==> config.mk <==
export PLATFORM = sky130hd
export DESIGN_NAME = polyphase_serializer
export DESIGN_NICKNAME = d
export VERILOG_FILES = /design/src/rtl/polyphase_serializer.sv
export SDC_FILE = /design/constraint.sdc
export NUM_CORES = 1
export LEC_CHECK = 0
export ABC_CLOCK_PERIOD_IN_PS = 4520
export CORE_MARGIN = 5
export CORE_UTILIZATION = 45
export CTS_CLUSTER_DIAMETER = 60
export CTS_CLUSTER_SIZE = 12
export DETAILED_ROUTE_END_ITERATION = 16
export PLACE_DENSITY = 0.73
export SYNTH_ARGS = -nofsm -noshare
export SYNTH_HDL_FRONTEND = slang
export SYNTH_SLANG_ARGS = --single-unit
==> constraint.sdc <==
create_clock -name i_clk -period 4.52 [get_ports i_clk]
set_input_delay 0.678 -clock i_clk [delete_from_list [all_inputs] [get_ports i_clk]]
set_output_delay 0.678 -clock i_clk [all_outputs]
set_load 0.02 [all_outputs]
==> src/rtl/polyphase_serializer.sv <==
// polyphase_serializer: converts a parallel frame of gp_nr_stages signed samples into a serial
// stream, slot 0 first, emitting one sample per cycle in which i_ena is high.
// Latency: a handshake (i_valid & o_ready) in cycle t gives the first o_valid in cycle t+2 when i_ena stays high.
// Backpressure: o_ready is high in IDLE, and in SHIFT only on the last-slot emission cycle,
//               so back-to-back frames run gaplessly. i_ena low stalls the shifter in place.
//
// Ports:
//   i_clk, i_rst    clock, asynchronous active-high reset
//   i_ena           output-rate strobe
//   i_valid/i_data  parallel frame input; slot k = i_data[(k+1)*W-1 -: W]
//   o_ready         frame accepted on this cycle's edge when i_valid is also high
//   o_data/o_valid  serial sample and its one-cycle strobe
//   o_shift_done    sticky: at least one complete frame has been emitted
//   o_underrun      one-cycle pulse: i_ena high while idle, after the first frame

module polyphase_serializer #(
  parameter int gp_data_width = 8,
  parameter int gp_nr_stages  = 4
) (
  input  logic                                    i_clk,
  input  logic                                    i_rst,
  input  logic                                    i_ena,
  input  logic                                    i_valid,
  input  logic [gp_nr_stages*gp_data_width-1:0]  i_data,
  output logic                                    o_ready,
  output logic signed [gp_data_width-1:0]         o_data,
  output logic                                    o_valid,
  output logic                                    o_shift_done,
  output logic                                    o_underrun
);

  localparam int                  LP_CNT_W = $clog2(gp_nr_stages);
  localparam logic [LP_CNT_W-1:0] LP_LAST  = LP_CNT_W'(gp_nr_stages - 1);
  localparam logic [LP_CNT_W-1:0] LP_ONE   = LP_CNT_W'(1);

  localparam logic [0:0] ST_IDLE  = 1'b0;
  localparam logic [0:0] ST_SHIFT = 1'b1;

  logic [0:0]                               r_state;
  logic [LP_CNT_W-1:0]                      r_cnt;
  logic [gp_nr_stages*gp_data_width-1:0]    r_frame;
  logic signed [gp_data_width-1:0]          r_data;
  logic                                     r_valid;
  logic                                     r_shift_done;
  logic                                     r_underrun;

  logic                                     w_idle;
  logic                                     w_emit;
  logic                                     w_last;
  logic                                     w_ready;
  logic                                     w_capture;
  logic [gp_data_width-1:0]                 w_slots [gp_nr_stages];
  logic [gp_data_width-1:0]                 w_slot;

  // Split the frame register into slots so the counter can index directly.
  for (genvar g = 0; g < gp_nr_stages; g++) begin : g_slot
    assign w_slots[g] = r_frame[g*gp_data_width +: gp_data_width];
  end

  assign w_slot    = w_slots[r_cnt];
  assign w_idle    = (r_state == ST_IDLE);
  assign w_emit    = (r_state == ST_SHIFT) && i_ena;
  assign w_last    = w_emit && (r_cnt == LP_LAST);
  // Accepting on the last-slot emission lets the next frame follow with no idle slot.
  assign w_ready   = w_idle || w_last;
  assign w_capture = i_valid && w_ready;

  always_ff @(posedge i_clk or posedge i_rst) begin
    if (i_rst) begin
      r_state      <= ST_IDLE;
      r_cnt        <= '0;
      r_frame      <= '0;
      r_data       <= '0;
      r_valid      <= 1'b0;
      r_shift_done <= 1'b0;
      r_underrun   <= 1'b0;
    end else begin
      r_valid    <= 1'b0;
      // An idle output slot only counts as an underrun once the stream has started.
      r_underrun <= w_idle && i_ena && r_shift_done;

      if (w_capture) begin
        r_frame <= i_data;
      end

      case (r_state)
        ST_IDLE: begin
          if (w_capture) begin
            r_state <= ST_SHIFT;
            r_cnt   <= '0;
          end
        end
        ST_SHIFT: begin
          if (i_ena) begin
            r_data  <= w_slot;
            r_valid <= 1'b1;
            if (r_cnt == LP_LAST) begin
              r_cnt        <= '0;
              r_shift_done <= 1'b1;
              r_state      <= w_capture ? ST_SHIFT : ST_IDLE;
            end else begin
              r_cnt <= r_cnt + LP_ONE;
            end
          end
        end
        default: begin
          r_state <= ST_IDLE;
          r_cnt   <= '0;
        end
      endcase
    end
  end

  assign o_ready      = w_ready;
  assign o_data       = r_data;
  assign o_valid      = r_valid;
  assign o_shift_done = r_shift_done;
  assign o_underrun   = r_underrun;

endmodule

==> impl_results.md, run 1 <==
* Routed len/inst at 17.0 um
* Share of cells above drive strength 1 at 0.240
* DR pass1 iterations at 4
* Commonest non-fill, non-tap cell in the layout: clkdlybuf4s50_1
* Fin area at 0.00267 mm^2
* Synth top area cells: dfrtp_1 (55%), mux2_4 (21%), mux2i_1 (7.6%)
* Hold Path Sink: o_shift_done$_DFFE_PP0P_
* PnR worst setup slack at 1.44 ns
* First-pass GRT wire length at 6.90 mm
* Max_cap viols at 0
* Final setup viols at 0
* DR vias at 1,217
* WHS Path Cells at 1
* R2R cell count at 4
* Remaining DRCs at 0
* Hold Vio Cnt, Final at 0
* CTS Buf Count at 5
* Worst hold start: o_shift_done$_DFFE_PP0P_
* Placement Rows at 24
* # resized after CTS at 0
* Setup Slack @ Placement at 1.76 ns
* Reg clk slew, reported paths at 0.07 ns
* Post-DP HPWL at 2.85 mm
* Crit path kind: flip-flop to output pin
* Area occupied by multi-input gates at 865 um^2
* Initial DRC count at 92
* Synth Warn # at 0
* Overflow after GRT at 0
* Port bufs at 47
* Die width at 78.4 um
* GP Congestion at 0.693
* Dpl cell area at 0.00256 mm^2
* Pwr/cell area at 649 mW/mm^2
* CTS tree: built
* Gr usage total at 0.147
* Number of synthesized register bits at 46
* Worst hold path class: flip-flop to flip-flop
* Most frequent cells in the layout: clkdlybuf4s50_1 (47), dfrtp_1 (46), mux2_4 (30), mux2i_1 (16), nand2_1 (11)
* Largest net degree at the start of global routing at 47
* Post-Route WL at 4.00 mm
* Synthesized instance count at 135
* Die Y at 78.4 um
* ANT nets after route at 0
* Inserted Diodes at 0
* CTS HTree Levels at 2
* Core Area at 0.00444 mm^2
* Vias in the first global route at 1,384
* Worst r2r src: r_cnt[1]$_DFFE_PP0P_
* RR Endpoint: r_frame[26]$_DFFE_PP0P_
* Hold_buf cts at 0
* Area growth syn-to-layout at 26.5%
* Clock Sinks at 46
* Final #Nets at 219
* Clk_lat worst skew at 0.30 ns
* RSZ-0062 raised after global routing: no
* Worst R2R Setup Slack at 2.31 ns
* Initial antenna violation count at 0
* Crit path launch type: flip-flop
* CP Max Fanout at 19
* Cell area after synthesis at 0.00211 mm^2
* Synth unique cells at 21
* I/O Pins at 48
* Status: finished clean
* Storage element area at 0.00115 mm^2
* Layout fillers at 363
* Post-synth top area cell: dfrtp_1
* Sequential-to-total area share from yosys stat at 0.546
* Pleak at 1.26 nW
* Rel. slew slack at 0.361
* Final worst path period need at 3.08 ns
* Setup repair bufs after CTS at 0
* CP Capture Type: output pin
* Post-Route Skew at 0.00565 ns
* Die area at 0.00615 mm^2
* Via density at 5.18
* Clock Tree Root: clkbuf_8
* Synth top area share at 0.546
* Syn Nets at 172
* Syn avg cell area at 15.6 um^2
* Worst-margin pin slew at 0.959 ns
* Final number of max-transition violations at 0
* Clock buffer depth at 2
* Maximum vdd drop at 232 uV
* Initial core utilization at 0.474
* Fmax at 324 MHz
* Worst EP arrival at 2.41 ns
* Setup TNS at 0 ns
* Critical path data required time at 3.84 ns
* Tcrit/Tclk final at 0.682
[worst max path at each step]
stage                                  to  slack (ns)            startpoint  cells past startpoint
floorplan           o_data[0]$_DFFE_PP0P_        2.75                 i_rst                      1
global placement                  o_ready        1.80                 i_ena                      3
detailed placement                o_ready        1.76  r_cnt[1]$_DFFE_PP0P_                      3
CTS                               o_ready        1.42  r_cnt[1]$_DFFE_PP0P_                      3
global route                      o_ready        1.32  r_cnt[1]$_DFFE_PP0P_                      3
finish                            o_ready        1.44  r_cnt[1]$_DFFE_PP0P_                      3
[metrics by stage]
| step | total power, mW | hold slack, ns | util | instances |
|---|---|---|---|---|
| after global routing | 1.84 | 0.516 | 0.600 | 235 |
| after detailed placement | 1.45 | 0.469 | 0.576 | 227 |
| after global placement | 1.42 | 0.460 | 0.576 | 227 |
| after CTS | 1.75 | 0.487 | 0.600 | 235 |
| after floorplan | 1.25 | 0.479 | - | 135 |
| final | 1.73 | 0.481 | 0.600 | 235 |
[synth_stat cells (all sizes together)]
library cell and number:
o21ai 1, o221ai 8, dfrtp 46, a21bo 1
mux2 33, or2 1, nand2b 2, inv 2
clkbuf 1, nand3 2, nand2 12, and3b 1
mux2i 16, ha 1, or2b 1, buf 6
a21o 1
[final cells by class]
type	count	share of cell area
flip-flops and latches	46	0.432
clock inverters	1	0.0113
inverters	2	0.00282
multi-input cells	80	0.324
clock buffers	7	0.0286
repair buffers	47	0.177
well taps	52	0.0244
[critical path, cell delays in order (launching register included)]
cell and delay [ns]:
dfrtp_1 0.98, ha_1 0.34, a21bo_4 0.18, clkdlybuf4s50_1 0.61
[report_power, final]
part	total (mW)	switching, mW	internal (mW)
clock network	0.296	0.130	0.165
registers	0.763	0.158	0.605
logic	0.671	0.243	0.429
[cells by family (layout without fill, tap and decap cells)]
| group | Yosys count | count (layout) | share of synthesized area |
|---|---|---|---|
| adders and majority gates | 1 | 1 | 0.00594 |
| muxes | 49 | 49 | 0.306 |
| buffers and inverters | 9 | 57 | 0.0433 |
| and+or+nand+nor | 19 | 19 | 0.0517 |
| DFF | 46 | 46 | 0.546 |
| AOI/OAI and AO/OA | 11 | 11 | 0.0469 |
[layer usage]
metal / global-route usage / routed length [um] / vias to the layer above
met5: 0 / 0 / -
met4: 0.0507 / 68 / 0
met3: 0.0584 / 319 / 6
met2: 0.233 / 1940 / 39
met1: 0.185 / 1670 / 596
li1: - / - / 576
[flip-flops by register name, summed over array words and instances, names as in the netlist]
register,count
r_frame,32
o_data,8
r_cnt,2
o_shift_done,1
o_underrun,1
o_valid,1
r_state,1
Power figures use the tool's default switching activity.
==> inputs of run 2 (changes only) <==
ABC_CLOCK_PERIOD_IN_PS = 2590   (was 4520)
PLACE_DENSITY = 0.76   (was 0.73)
clock period = 2.59 ns   (was 4.52 ns; I/O delays follow)
==> impl_results.md, run 2 (synthesis results as in run 1) <==
* Most frequent cells in the layout: clkdlybuf4s50_1 (47), dfrtp_1 (46), mux2_4 (30), mux2i_1 (16), nand2_1 (11)
* Die Y at 78.4 um
* CP top delay family: buffers and inverters
* Initial antenna violation count at 0
* Worst-margin pin slew at 0.829 ns
* # resized after CTS at 0
* Max_cap viols at 0
* I/O Pins at 48
* RSZ-0062 raised after global routing: no
* Hold_buf cts at 0
* Maximum vdd drop at 344 uV
* Inserted Diodes at 0
* Cell Chain, Critical Path: clkdlybuf4s50_1 -> a21bo_4 -> clkdlybuf4s50_1
* Final number of max-transition violations at 0
* Crit path kind: input port to output pin
* Pleak at 1.26 nW
* Overflow after GRT at 0
* Dpl cell area at 0.00258 mm^2
* CTS Buf Count at 5
* Area growth syn-to-layout at 26.2%
* Fmax at 463 MHz
* RR Endpoint: r_frame[17]$_DFFE_PP0P_
* Share of cells above drive strength 1 at 0.254
* Max reg flops at 32
* Reg clk slew, reported paths at 0.08 ns
* Worst hold path class: input port to asynchronous set/reset pin
* Via density at 5.24
* Fin area at 0.00266 mm^2
* Clock Tree Root: clkbuf_8
* Commonest non-fill, non-tap cell in the layout: clkdlybuf4s50_1
* Worst EP arrival at 1.77 ns
* DR pass1 iterations at 4
* WHS at 0.468 ns
* Vias in the first global route at 1,390
* ANT nets after route at 0
* GP Congestion at 0.733
* Final setup viols at 0
* Status: finished clean
* Port bufs at 47
* Gr usage total at 0.147
* Worst R2R Setup Slack at 0.90 ns
* Crit-path slowest cell: clkdlybuf4s50_1
* Post-Route Skew at 0.00307 ns
* Critical path data required time at 2.20 ns
* Final #Nets at 222
* R2R cell count at 4
* Die area at 0.00615 mm^2
* Die width at 78.4 um
* Routed len/inst at 17.6 um
* Pwr/cell area at 1100 mW/mm^2
* CTS HTree Levels at 2
* Clk_lat worst skew at 0.30 ns
* DR vias at 1,242
* CP dominant cell by count: clkdlybuf4s50_1
* First-pass GRT wire length at 7.00 mm
* Setup repair bufs after CTS at 0
* CP Capture Type: output pin
* Storage element area at 0.00115 mm^2
* Clock Sinks at 46
* Clock buffer depth at 2
* Tcrit/Tclk final at 0.835
* Rel. slew slack at 0.444
* Crit-path max cell delay at 0.61 ns
* Largest net degree at the start of global routing at 33
* Initial DRC count at 101
* Final worst path period need at 2.16 ns
* Area occupied by multi-input gates at 865 um^2
* Core Area at 0.00444 mm^2
* Placement Rows at 24
* Worst r2r src: r_cnt[0]$_DFFE_PP0P_
* Initial core utilization at 0.474
* Buf/Inv on CP at 2
* Remaining DRCs at 0
* Hold Vio Cnt, Final at 0
* CP Max Fanout at 5
* Top reg by flops: r_frame
* Crit path launch type: input port
* Total power at 2.92 mW
* CTS tree: built
* Setup TNS at 0 ns
* Post-DP HPWL at 3.11 mm
* Layout fillers at 346
* Post-Route WL at 4.18 mm
[run 2: power by group]
group	switching [mW]	total (mW)	internal, mW
sequential	0.204	1.26	1.06
combinational	0.503	1.26	0.754
clock	0.221	0.402	0.181
[run 2: how the worst max path moves through the flow]
| stage | end | slack (ns) | startpoint | cells past startpoint |
|---|---|---|---|---|
| 2_1_floorplan | r_frame[0]$_DFFE_PP0P_ | 1.07 | r_cnt[0]$_DFFE_PP0P_ | 5 |
| 3_3_place_gp | o_ready | 0.45 | i_ena | 3 |
| 3_5_place_dp | o_ready | 0.43 | i_ena | 3 |
| 4_1_cts | o_ready | 0.42 | i_ena | 3 |
| 5_1_grt | o_ready | 0.38 | i_ena | 3 |
| 6_report | o_ready | 0.43 | i_ena | 3 |
[run 2: per-layer routing]
| layer | part of all wire | global-route usage | up-vias |
|---|---|---|---|
| met4 | 0.014 | 0.0577 | 0 |
| li1 | - | - | 579 |
| met3 | 0.056 | 0.0469 | 7 |
| met5 | 0 | 0 | - |
| met1 | 0.44 | 0.184 | 616 |
| met2 | 0.49 | 0.238 | 40 |
[run 2: worst reg2reg max path, stage by stage (launching register included)]
cell and delay, ns:
dfrtp_1 0.42, ha_1 0.25, a21bo_4 0.25, nand2_8 0.27, mux2_2 0.39
[run 2: per-stage QoR]
| stage | cells | util | setup slack [ns] |
|---|---|---|---|
| after floorplan | 135 | - | 1.07 |
| after global placement | 230 | 0.581 | 0.452 |
| after detailed placement | 230 | 0.581 | 0.426 |
| after CTS | 237 | 0.599 | 0.425 |
| after global routing | 237 | 0.599 | 0.378 |
| final | 237 | 0.599 | 0.428 |
[run 2: cell type report]
cell class	instances	share of cell area
clock buffer	5	0.0259
clock inverter	2	0.00376
inverter	2	0.00282
multi-input combinational	80	0.325
sequential	46	0.433
tap	52	0.0245
timing repair buffer	50	0.185
